<file path="config.mk">
export PLATFORM = sky130hd
export DESIGN_NAME = playback_sequencer
export DESIGN_NICKNAME = d
export VERILOG_FILES = /design/src/rtl/playback_sequencer.sv
export SDC_FILE = /design/constraint.sdc
export NUM_CORES = 1
export LEC_CHECK = 0
export ABC_AREA = 1
export BUFFER_PORTS_ARGS = -buffer_cell sky130_fd_sc_hd__clkbuf_2
export CORE_MARGIN = 4
export CORE_UTILIZATION = 50
export CTS_CLUSTER_DIAMETER = 150
export DETAILED_ROUTE_END_ITERATION = 8
export GPL_ROUTABILITY_DRIVEN = 1
export PLACE_DENSITY_LB_ADDON = 0.1
export SLEW_MARGIN = 5
export SYNTH_ARGS = -nofsm -noshare
export SYNTH_HDL_FRONTEND = slang
export SYNTH_SLANG_ARGS = --single-unit
</file>
<file path="constraint.sdc">
create_clock -name clk -period 2.5 [get_ports clk]
set_input_delay 0.5 -clock clk [delete_from_list [all_inputs] [get_ports clk]]
set_output_delay 0.5 -clock clk [all_outputs]
set_load 0.02 [all_outputs]
</file>
<file path="src/rtl/playback_sequencer.sv">
// Note playback sequencer.
// Steps through recorded note slots. Each slot gets one beat: an audible
// NOTE part followed by a silent GAP. The beat length is set by tempo_sel.
// sound_en stays low for the first SETTLE_CYCLES of every note. This gives the
// slot address and the synchronous memory read time to settle.
module playback_sequencer #(
  parameter int unsigned BEAT_CYCLES   = 12_500_000,
  parameter int unsigned GAP_CYCLES    = 1_250_000,
  parameter int unsigned SETTLE_CYCLES = 2
) (
  input  logic       clk,
  input  logic       reset,
  input  logic       start,
  input  logic       stop,
  input  logic       loop,
  input  logic [4:0] note_count,
  input  logic [1:0] tempo_sel,
  output logic       ld_play,
  output logic [3:0] note_counter,
  output logic       sound_en,
  output logic       busy,
  output logic       done
);

  typedef enum logic [1:0] {
    IDLE = 2'd0,
    NOTE = 2'd1,
    GAP  = 2'd2
  } state_t;

  localparam int unsigned   SW         = $clog2(SETTLE_CYCLES + 1) + 1;
  localparam logic [SW-1:0] SETTLE_LIM = SW'(SETTLE_CYCLES);
  localparam logic [31:0]   BEAT_W     = 32'(BEAT_CYCLES);
  localparam logic [31:0]   GAP_W      = 32'(GAP_CYCLES);

  // The fastest tempo must still leave an audible part after the gap and settle time.
  if ((BEAT_CYCLES >> 3) <= GAP_CYCLES + SETTLE_CYCLES + 1) begin : g_bad_timing
    $error("playback_sequencer: BEAT_CYCLES>>3 must exceed GAP_CYCLES+SETTLE_CYCLES+1");
  end

  state_t        state_q, state_d;
  logic [31:0]   cnt_q, cnt_d;
  logic [SW-1:0] settle_q, settle_d;
  logic [3:0]    note_counter_d;
  logic          done_d;
  logic          note_entry;
  logic [4:0]    n_eff;
  logic          last_note;
  logic [31:0]   reload_val;

  // Note count is clamped to 16. Audible length of a new note comes from the current tempo_sel.
  always_comb begin : derive_limits
    n_eff      = (note_count > 5'd16) ? 5'd16 : note_count;
    last_note  = (({1'b0, note_counter} + 5'd1) >= n_eff);
    reload_val = (BEAT_W >> tempo_sel) - GAP_W - 32'd1;
  end

  // Next-state, timing counter and slot selection; stop beats start, start beats timing.
  always_comb begin : next_state_logic
    // NOTE: every signal gets a default first so no path leaves it unassigned (no latch).
    state_d        = state_q;
    cnt_d          = cnt_q;
    note_counter_d = note_counter;
    done_d         = 1'b0;
    note_entry     = 1'b0;
    if (stop) begin
      state_d = IDLE;
    end else if (start) begin
      if (n_eff != 5'd0) begin
        state_d        = NOTE;
        note_counter_d = 4'd0;
        cnt_d          = reload_val;
        note_entry     = 1'b1;
      end else begin
        state_d = IDLE;
        done_d  = 1'b1;
      end
    end else begin
      case (state_q)
        NOTE: begin
          if (cnt_q == 32'd0) begin
            state_d = GAP;
            cnt_d   = GAP_W - 32'd1;
          end else begin
            cnt_d = cnt_q - 32'd1;
          end
        end
        GAP: begin
          if (cnt_q != 32'd0) begin
            cnt_d = cnt_q - 32'd1;
          end else if (!last_note) begin
            state_d        = NOTE;
            note_counter_d = note_counter + 4'd1;
            cnt_d          = reload_val;
            note_entry     = 1'b1;
          end else if (loop && (n_eff != 5'd0)) begin
            state_d        = NOTE;
            note_counter_d = 4'd0;
            cnt_d          = reload_val;
            note_entry     = 1'b1;
          end else begin
            state_d = IDLE;
            done_d  = 1'b1;
          end
        end
        IDLE:    state_d = IDLE;
        default: state_d = IDLE;
      endcase
    end

    if (note_entry) begin
      settle_d = '0;
    end else if ((state_q == NOTE) && (settle_q < SETTLE_LIM)) begin
      settle_d = settle_q + SW'(1);
    end else begin
      settle_d = settle_q;
    end
  end

  // State, timing counter, settle counter and slot registers.
  always_ff @(posedge clk or posedge reset) begin : state_regs
    if (reset) begin
      state_q      <= IDLE;
      cnt_q        <= '0;
      settle_q     <= '0;
      note_counter <= '0;
    end else begin
      // NOTE: non-blocking assignments so every register updates from pre-edge values.
      state_q      <= state_d;
      cnt_q        <= cnt_d;
      settle_q     <= settle_d;
      note_counter <= note_counter_d;
    end
  end

  // Registered status outputs are decoded from next-state values, so they line up with the state.
  always_ff @(posedge clk or posedge reset) begin : output_regs
    if (reset) begin
      busy     <= 1'b0;
      ld_play  <= 1'b0;
      sound_en <= 1'b0;
      done     <= 1'b0;
    end else begin
      busy     <= (state_d != IDLE);
      ld_play  <= (state_d != IDLE);
      sound_en <= (state_d == NOTE) && (settle_d >= SETTLE_LIM);
      done     <= done_d;
    end
  end

endmodule
</file>
After elaboration in Yosys (flattened, before gate mapping)
Cells that the tools add are included.
W data, S select, Z words.

storage, ports and cells
  register bits = 44
  input port bits = 12
  logic and storage cells = 75

operators by class
  add/subtract/negate cells = 6
  order comparisons = 4
  eq/ne operators = 7
  shifts and indexed selects = 1
  muxes and demuxes = 38
  bitwise operators = 1
  reduce and logical (&&, ||, !) cells = 11

operator list
  operator                  number
  $mux W32                  6
  $pmux W32 S2              1
  $sub A32 B1 Y32 const B   2
  $logic_not A32 Y1         1
  $reduce_bool A32 Y1       1
  $shr A24 B2 Y32 const A   1
  $sub A32 B21 Y32 const B  1
  $mux W4                   6
  $mux W1                   17
  $mux W2                   4
  $mux W3                   2
  $add A4 B1 Y5 const B     1
  $ge A5 B5 Y1              1
  $gt A5 B5 Y1 const B      1
  $mux W5                   1
  $ne A5 B5 Y1 const B      1
  $reduce_and A5 Y1         1
  $reduce_bool A5 Y1        1
  $add A4 B1 Y4 const B     1
  $eq A2 B1 Y1 const B      2
  $pmux W2 S2               1
  $reduce_and A4 Y1         1
  $reduce_bool A2 Y1        2
  $add A3 B1 Y3 const B     1
  other kinds (9)           11

Longest topological paths before layout
Gate-level depths: netlist (run 1).

  depth in word-level cells = 13
  mapped depth = 17
  mapped depth without buffers = 16

Least setup slack after synthesis (run 1)
OpenSTA, ideal clock, no wires.

  kind = register -> register
  start point = register note_counter[0]
  end point = register cnt_q[6]
  arrival time = 2.114 ns
  path slack = 0.258 ns
  cell stages (with the launch flop) = 16
  period minus slack after synthesis = 2.242 ns
  path through = dfrtp_1 > ha_1 > xor2_1 > ha_1 > nand2_1 > nand2_1 > nand2_1 > nand2_1 > nor2_1 > nor2_1 > nand3_4 > nand2_4 > inv_2 > buf_6 > nor2_1 > a21oi_1

between the ends
  word-level cells in the longest chain between the ends = 6

ends and longest elaborated chain
  what                    line  text
  from (decl)             19    output logic [3:0] note_counter,
  from (signal assigned)  132   note_counter <= note_counter_d;
  $add A4 B1 Y5 *         54    last_note = (({1'b0, note_counter} + 5'd1) >= n_eff);
  $ge A5 B5 Y1 *          54
  $mux W32                91    end else if (!last_note) begin
  $mux W32                89    if (cnt_q != 32'd0) begin
  $pmux W32 S2            79    case (state_q)
  $mux W32                68    end else if (start) begin
  to (signal assigned)    130   cnt_q <= cnt_d;
  to (decl)               42    logic [31:0] cnt_q, cnt_d;

Every way passes the cells marked *; elsewhere a longest branch is shown, timed or not.
A chain may end at the register's enable or synchronous reset.

Final worst setup path (run 1)
  start point = register note_counter[0]
  end point = register cnt_q[0]

The elaborated chain is that of the path after synthesis.

==> impl_metrics.toml, run 1 <==
[worst_setup_path]
critPathMaxStageDelay_ps = 450
required_ps = 2740
setup.worst_path.start_class = "flip-flop"
path_max_fanout = 24
critical_path.cell_chain = "ha_1 > xor2_2 > ha_1 > nand2_1 > nand2_1 > nand2_1 > nand2_1 > nor2_1 > nor2_2 > nand3_4 > nand2_4 > inv_4 > o21ai_0 > o21ai_1"
cpMostUsedCell = "nand2_1"
critPathArrivalTime_ps = 2540
path_class = "reg2reg"
r2r_cells = 14
slowest_stage = "dfrtp_2"
end_kind = "flip-flop"

[final_layout]
fillers = 687
n_antenna_cell = 0
stdcell_count = 640
multi_input_area_um2 = 2066
seqCellArea_um2 = 1102
area_growth_pct = 8.312
drive_above_1_share_pct = 13.04
nNetsFinal = 581
design_area_um2 = 3766

[routing]
wl_um = 9005
antenna_left = 0
drt_iter0_drc = 278
routed_via_density = 5.402
num_vias = 3457
routedWlPerCell_um = 14.07
drc_errors = 0
drt_pass1_iterations = 5

[power]
p_total_mw = 2.100
power_density_nw_per_um2 = 557.6
clkPwrFrac_pct = 23.8
internal_power_mw = 1.263
switching_share_pct = 39.85
comb_power_share_pct = 31.5
ir_drop_mv = 0.3046
switching_power_mw = 0.8368
power_frac_seq_pct = 44.7
p_leak_nw = 1.918

[yosys]
synth-seq-cells = 44
ys_types = 29
synth_top_area_share_pct = 31.67
ys_seq_area_share_pct = 31.67
synthCells = 535
yosysTopAreaCell = "dfrtp_1"
ys_async_sr_fraction_pct = 100.0
synthTopCellsByArea = "dfrtp_1 (32%), nand2_1 (17%), nor2_1 (12%)"
ys.flop_type = "dfrtp_1"
synth_warnings = 0
yosysMostFrequentCell = "nand2_1"
syn_area_per_cell_um2 = 6.499
syn_nets = 557
ys_top_cells_by_count = "nand2_1 (162), nor2_1 (107), inv_1 (56)"
syn_area_um2 = 3477
synth-edff-count = 0

[sta]
slew_violations = 0
max_slew_margin_pct = 62.93
rsz0062_at_grt = "false"
finalHoldViolCount = 0
worst_slack_ps = 195.1
tns_ps = 0
worst_slew_pin_slew_ps = 554.0
fmax_mhz = 433.9
finalSetupViolations = 0
fin_worst_skew_ps = 4.628
post-route-min-period_ps = 2305
finalCritPeriodShare_pct = 92.20

[place]
dpl_cell_area_um2 = 3636
dpl_worst_slack_ps = -26.12
routabilityCongestion = 0.9536
placed_cells = 631
io_buffers = 19
hpwlAfterDp_um = 7029

[grt]
antenna_found_initial = 0
grt_pass1_wl_um = 15150
met3_usage_pct = 4.888
track_usage_pct = 22.36
grt_use_met2_pct = 37.25
grt-busiest-layer = "met2"
grt_remaining_overflow = 0
use_met1_pct = 28.88
grt_pass1_vias = 3256
grt_max_degree = 25

[die]
die_h_um = 91.39
core_area_um2 = 6756
initial_core_util_pct = 51.46
die_w_um = 91.39
die_area_um2 = 8352
row_count = 30
ios = 20

[clock_tree]
root_buffer = "clkbuf_8"
insertion_delay_ps = 310
cts.reportedPaths.clkPinSlew_ps = 100
cts.path.max_buffers = 2
cts.sink_count = 44
htreeDepth = 2
cts_buffers = 5
cts_tree = "yes"

[run]
cap_violations = 0

[worst_hold_path]
hold_path_class = "in2async"

[run_status]
status = "finished clean"
path summary, 6_finish.rpt:
| kind | startpoint | end | slack [ps] |
|---|---|---|---|
| max reg2reg | note_counter[0] | cnt_q[0] | 200 |
| min in group clk | stop | done | 350 |
| min | reset | cnt_q[31] | 200 |
| max in group asynchronous | reset | note_counter[0] | 1730 |
| max | note_counter[0] | cnt_q[0] | 200 |
| min reg2reg | note_counter[3] | note_counter[3] | 520 |
cell families after synthesis:
kind of cell,synth area share (%)
AOI/OAI and AO/OA,9.536
xor gates and xnor gates,3.527
adders and majority gates,3.598
buffers and inverters,9.500
DFF,31.67
and+or+nand+nor,42.17
state kept, by name, indices dropped and copies added, names as in the netlist:
register      count
note_counter      4
busy              1
sound_en          1
cnt_q            32
settle_q          3
done              1
state_q           2
worst max-delay path: cells and delay by family, from the launching register on:
| kind | cells | cell delay [ps] |
|---|---|---|
| compound gates | 2 | 230 |
| xor+xnor | 1 | 160 |
| fa+ha+maj | 2 | 570 |
| buf+inv | 1 | 220 |
| flops | 1 | 450 |
| simple gates | 8 | 600 |
layout by cell type, fill, tap and decap left out, types with 7 or more instances in the layout:
| cell type | instances |
|---|---|
| o21ai_2 | 8 |
| nor2_1 | 104 |
| clkbuf_2 | 19 |
| o21ai_0 | 20 |
| a21oi_1 | 18 |
| nand4_1 | 10 |
| nor2_2 | 7 |
| buf_4 | 7 |
| xor2_1 | 10 |
| o21ai_1 | 9 |
| ha_1 | 10 |
| inv_1 | 55 |
| nand3_1 | 34 |
| dfrtp_1 | 43 |
| nand2_1 | 162 |
power groups by stage:
| stage | clock network (mW) | registers (mW) | logic, mW |
|---|---|---|---|
| floorplan | 0 | 0.930 | 0.500 |
| global placement | 0 | 0.948 | 0.624 |
| detailed placement | 0 | 0.950 | 0.641 |
| CTS | 0.510 | 0.937 | 0.646 |
| global route | 0.543 | 0.961 | 0.764 |
| finish | 0.499 | 0.939 | 0.662 |
area by class of cell:
class	count	area share, %
multi-input combinational	421	54.85
sequential	44	29.27
inverter	59	5.947
timing repair buffer	28	4.751
tap	80	2.658
clock buffer	5	1.827
clock inverter	3	0.6977
metrics by stage:
step	hold slack (ps)	util [%]
4_1_cts	216.4	55.22
3_5_place_dp	490.9	53.81
5_1_grt	239.1	55.74
6_report	196.7	55.74
3_3_place_gp	490.6	53.81
2_1_floorplan	490.2	-
repair_timing:
item	CTS	global route
hold buffers	0	0
gates resized for setup	0	9
buffers inserted	0	1
endpoints found under the setup margin	0	28
layer usage:
| metal | up-vias | wire [µm] |
|---|---|---|
| li1 | 1745 | - |
| met1 | 1584 | 4085 |
| met2 | 104 | 4261 |
| met3 | 24 | 464 |
| met4 | 0 | 193 |
| met5 | - | 0 |
Note: power is estimated with default switching activity, not from simulation.
==> run 2: changes to the inputs <==
==> constraint.sdc (replaced) <==
create_clock -name clk -period 2.35 [get_ports clk]
set_input_delay 0.47 -clock clk [delete_from_list [all_inputs] [get_ports clk]]
set_output_delay 0.47 -clock clk [all_outputs]
set_load 0.02 [all_outputs]
==> run 2 against run 1 <==
Sequential cell count unchanged; critical path type unchanged; hold slack got worse by 18 ps; non-clock buffer count increased by 15; utilization increased by 4.5 points; clock skew increased by 8.2 ps; sequential power increased by 6%; power increased by 16%.
==> impl_metrics.toml, run 2 (synthesized netlist as in run 1, its figures left out) <==
[worst_setup_path]
end_kind = "flip-flop"
path_class = "reg2reg"
critPathArrivalTime_ps = 2450
path_max_fanout = 7
critPathMaxStageDelay_ps = 470
slowest_stage = "dfrtp_2"
critical_path.cell_chain = "ha_4 > nand2_2 > nor2_4 > ha_4 > buf_6 > nand3_1 > nor2_2 > nor2_4 > nor2_4 > nand3_4 > nand2_8 > buf_12 > clkbuf_16 > o21ai_2"
required_ps = 2560
setup.worst_path.start_class = "flip-flop"
cpMostUsedCell = "nor2_4"

[grt]
grt_pass1_wl_um = 15300
grt_remaining_overflow = 0
grt_pass1_vias = 3273
grt_max_degree = 25
antenna_found_initial = 0
track_usage_pct = 22.55

[routing]
wl_um = 9228
drc_errors = 0
routedWlPerCell_um = 14.09
drt_pass1_iterations = 5
num_vias = 3485
antenna_left = 0
drt_iter0_drc = 256
routed_via_density = 5.321

[sta]
worst_slew_pin_slew_ps = 547.3
finalSetupViolations = 0
slew_violations = 0
max_slew_margin_pct = 63.46
worst_slack_ps = 105.9
post-route-min-period_ps = 2244
fin_worst_skew_ps = 12.82
tns_ps = 0
finalHoldViolCount = 0
finalCritPeriodShare_pct = 95.49
fmax_mhz = 445.6

[place]
routabilityCongestion = 0.9472
dpl_worst_slack_ps = -106.9
hpwlAfterDp_um = 7040
io_buffers = 19
dpl_cell_area_um2 = 3726

[power]
p_leak_nw = 2.028
ir_drop_mv = 0.3389
internal_power_mw = 1.510
clkPwrFrac_pct = 26.1
power_frac_seq_pct = 41.3
p_total_mw = 2.433
comb_power_share_pct = 32.6
switching_share_pct = 37.95
power_density_nw_per_um2 = 597.6
switching_power_mw = 0.9234

[clock_tree]
cts_buffers = 5
cts.sink_count = 44
cts_tree = "yes"
cts.path.max_buffers = 2
cts.reportedPaths.clkPinSlew_ps = 100
ctsHoldBuffers = 0
root_buffer = "clkbuf_8"
htreeDepth = 2
insertion_delay_ps = 310

[final_layout]
fillers = 669
largestRegisters = "cnt_q x32, note_counter x4, settle_q x3"
regMostFlops = "cnt_q"
layout_common_cells = "nand2_1 (158), nor2_1 (101), inv_1 (54)"
layout_commonest_cell = "nand2_1"
area_growth_pct = 17.09
design_area_um2 = 4071
largest_reg_flops = 32
n_antenna_cell = 0
nNetsFinal = 596
drive_above_1_share_pct = 18.43

[die]
core_area_um2 = 6756
die_h_um = 91.39
die_w_um = 91.39
initial_core_util_pct = 51.46
ios = 20
row_count = 30
die_area_um2 = 8352

[run]
cap_violations = 0

[worst_hold_path]
hold_path_class = "in2async"

[run_status]
status = "finished clean"
[run 2: what timing repair did]
action / in CTS / in global routing
setup buffers: 0 / 3
setup endpoints to repair: 30 / 40
cloned: 0 / 1
resized for setup: 5 / 36
pin swaps: 0 / 10
[run 2: through the flow]
step / cells / utilization, % / hold slack [ps]
after floorplan: 535 / - / 490.2
after global placement: 643 / 55.15 / 491.8
after detailed placement: 643 / 55.15 / 495.0
after CTS: 651 / 57.11 / 191.9
after global routing: 655 / 60.26 / 221.7
final: 655 / 60.26 / 178.5
[run 2: worst paths after layout]
| path | from | to | slack [ps] | cells after the start |
|---|---|---|---|---|
| hold / removal | reset | cnt_q[24] | 180 | 2 |
| setup reg to reg | note_counter[0] | cnt_q[26] | 110 | 14 |
| hold reg to reg | note_counter[3] | note_counter[3] | 520 | 2 |
| min in group clk | stop | done | 330 | 2 |
| setup / recovery | note_counter[0] | cnt_q[26] | 110 | 14 |
| max in group asynchronous | reset | note_counter[0] | 1590 | 3 |
[run 2: final cells by class]
cell class | instances | area [µm²] | share of cell area (%)
clock inverter | 3 | 50.05 | 1.229
timing repair buffer | 43 | 332.8 | 8.175
clock buffer | 5 | 68.82 | 1.690
sequential | 44 | 1104 | 27.11
tap | 80 | 100.1 | 2.459
inverter | 59 | 226.5 | 5.562
multi-input combinational | 421 | 2190 | 53.78
[run 2: layer usage]
| layer | global-route usage (%) | wire length [µm] | vias to the layer above |
|---|---|---|---|
| met5 | 0 | 0 | - |
| met4 | 7.538 | 236 | 0 |
| met3 | 3.314 | 373 | 21 |
| met1 | 30.14 | 4324 | 1602 |
| met2 | 37.19 | 4294 | 97 |
| li1 | - | - | 1765 |
[run 2: power by group through the flow]
| stage | clock [mW] | combinational (mW) | sequential, mW |
|---|---|---|---|
| 2_1_floorplan | 0 | 0.532 | 0.989 |
| 3_3_place_gp | 0 | 0.687 | 1.01 |
| 3_5_place_dp | 0 | 0.707 | 1.01 |
| 4_1_cts | 0.651 | 0.714 | 0.995 |
| 5_1_grt | 0.680 | 0.906 | 1.02 |
| 6_report | 0.636 | 0.792 | 1.00 |
[run 2: critical path: cells and delay by family, from the launching register on]
kind / cells / cell delay [ps]
simple gates: 8 / 760
buf+inv: 3 / 380
fa+ha+maj: 2 / 480
compound gates: 1 / 50
flops: 1 / 470
==> run 3: changes to the inputs <==
==> constraint.sdc (replaced) <==
create_clock -name clk -period 2.35 [get_ports clk]
set_input_delay 0.235 -clock clk [delete_from_list [all_inputs] [get_ports clk]]
set_output_delay 0.235 -clock clk [all_outputs]
set_load 0.02 [all_outputs]
==> run 3 against run 2 <==
Sequential power barely moved; power fell by 1.3%; fmax rose by 0.56%; first-iteration DRC count rose by 4.7%; design area fell by 1.9%; critical path depth rose by 1; hold slack got worse by 83 ps; clock power rose by 0.8%; clock-buffer cell count rose by 1; critical path type unchanged; largest power group unchanged; non-clock buffer count did not move; worst setup slack improved by 13 ps.
==> impl_metrics.toml, run 3 (synthesized netlist as in run 1, its figures left out) <==
[grt]
grt_remaining_overflow = 0
track_usage_pct = 23.27
grt_pass1_wl_um = 15690
grt_max_degree = 25
grt_pass1_vias = 3274
antenna_found_initial = 0

[power]
switching_share_pct = 36.86
power_frac_seq_pct = 41.6
clkPwrFrac_pct = 26.7
ir_drop_mv = 0.3397
switching_power_mw = 0.8854
p_leak_nw = 2.015
internal_power_mw = 1.517
comb_power_share_pct = 31.7
power_density_nw_per_um2 = 601.3

[final_layout]
largest_reg_flops = 32
fin_util_pct = 59.13
largestRegisters = "cnt_q x32, note_counter x4, settle_q x3"
design_area_um2 = 3995
layout_common_cells = "nand2_1 (161), nor2_1 (103), inv_1 (55)"
stdcell_count = 655
drive_above_1_share_pct = 16.70
nNetsFinal = 596
regMostFlops = "cnt_q"
n_antenna_cell = 0
layout_commonest_cell = "nand2_1"
area_growth_pct = 14.90

[die]
die_area_um2 = 8352
die_w_um = 91.39
row_count = 30
die_h_um = 91.39
core_area_um2 = 6756
initial_core_util_pct = 51.46
ios = 20

[routing]
drc_errors = 0
routedWlPerCell_um = 14.04
num_vias = 3486
routed_via_density = 5.322
wl_um = 9197
antenna_left = 0
drt_pass1_iterations = 5
drt_iter0_drc = 268

[clock_tree]
insertion_delay_ps = 310
cts_buffers = 5
cts.reportedPaths.clkPinSlew_ps = 100
cts.sink_count = 44
cts_tree = "yes"
htreeDepth = 2
cts.path.max_buffers = 2
root_buffer = "clkbuf_8"

[run]
cap_violations = 0

[run_status]
status = "finished clean"

[worst_setup_path]
r2r_cells = 15
end_kind = "flip-flop"
r2r-end = "note_counter[2]"
cp_num_buf_inv = 1
path_max_fanout = 7
slowest_stage = "dfrtp_2"
setup.worst_path.start_class = "flip-flop"
critPathTopFamily = "simple AND/OR/NAND/NOR gates"
cpMostUsedCell = "nand2_1"
critPathMaxStageDelay_ps = 450
critPathArrivalTime_ps = 2480
required_ps = 2600
critical_path.cell_chain = "ha_4 > nand2_1 > nor2_1 > ha_1 > nand2_1 > inv_1 > nand2_1 > nand2_1 > nor2_1 > nor2_2 > nor3_1 > nand2_2 > nor2_4 > nand2_1 > nand2_1"
r2r_slack_ps = 120
path_class = "reg2reg"
reg2reg_from = "note_counter[0]"

[worst_hold_path]
min_from = "stop"
hold_depth = 2
hold_path_class = "in2reg"
min_to = "done"

[sta]
rsz0062_at_grt = "false"
finalSetupViolations = 0
max_slew_margin_pct = 70.06
worst_slack_ps = 118.5
fmax_mhz = 448.1
slew_violations = 0
fin_worst_skew_ps = 10.58
worst_slew_pin_slew_ps = 448.6
finalHoldViolCount = 0
finalCritPeriodShare_pct = 94.96
post-route-min-period_ps = 2232
tns_ps = 0

[place]
io_buffers = 19
hpwlAfterDp_um = 7145
dpl_worst_slack_ps = -1.589
routabilityCongestion = 0.8892
placed_cells = 638
dpl_cell_area_um2 = 3689
run 3: metal layers:
metal | vias to the layer above | part of all wire, % | global-route usage (%)
met5 | - | 0 | 0
met4 | 0 | 1.9 | 6.030
met3 | 19 | 5.7 | 2.900
met2 | 113 | 47 | 38.59
met1 | 1597 | 46 | 31.95
li1 | 1757 | - | -
run 3: cell type report:
type,count,area [µm²]
Inverter,59,226.5
Clock buffer,6,82.58
Tap cell,80,100.1
Timing Repair Buffer,43,322.8
Multi-Input combinational cell,421,2120
Clock inverter,2,38.79
Fill cell,669,2761
Sequential cell,44,1105
run 3: how the worst max path moves through the flow:
stage,startpoint,end,slack (ps),depth (start not counted)
after floorplan,note_counter[0],cnt_q[6],110,15
after global placement,note_counter[0],cnt_q[0],60,14
after detailed placement,note_counter[0],cnt_q[0],-2,14
after CTS,note_counter[0],cnt_q[7],2,15
after global routing,note_counter[0],note_counter[2],5,15
final,note_counter[0],note_counter[2],120,15
run 3: per-stage QoR:
stage / hold slack, ps / power, mW
2_1_floorplan: 298.1 / 1.521
3_3_place_gp: 175.9 / 1.689
3_5_place_dp: 182.5 / 1.708
4_1_cts: 85.99 / 2.356
5_1_grt: 89.20 / 2.590
6_report: 95.14 / 2.402
run 3: worst register-to-register path, delay by kind of cell (launching register included):
| kind | cells | cell delay, ps |
|---|---|---|
| buffers and inverters | 1 | 50 |
| and+or+nand+nor | 12 | 1190 |
| DFF | 1 | 450 |
| adders and majority gates | 2 | 490 |
run 3: repair_timing:
item / CTS / global route
endpoints found under the hold margin: 12 / 0
endpoints found under the setup margin: 2 / 29
setup buffers: 0 / 8
gates resized for setup: 3 / 18
hold buffers: 1 / 0
pin swaps: 0 / 3
run 3: power by group through the flow:
| stage | clock, mW | combinational, mW | sequential [mW] |
|---|---|---|---|
| finish | 0.641 | 0.761 | 1.00 |
| floorplan | 0 | 0.532 | 0.989 |
| global placement | 0 | 0.687 | 1.00 |
| CTS | 0.654 | 0.711 | 0.991 |
| global route | 0.689 | 0.884 | 1.02 |
| detailed placement | 0 | 0.703 | 1.00 |
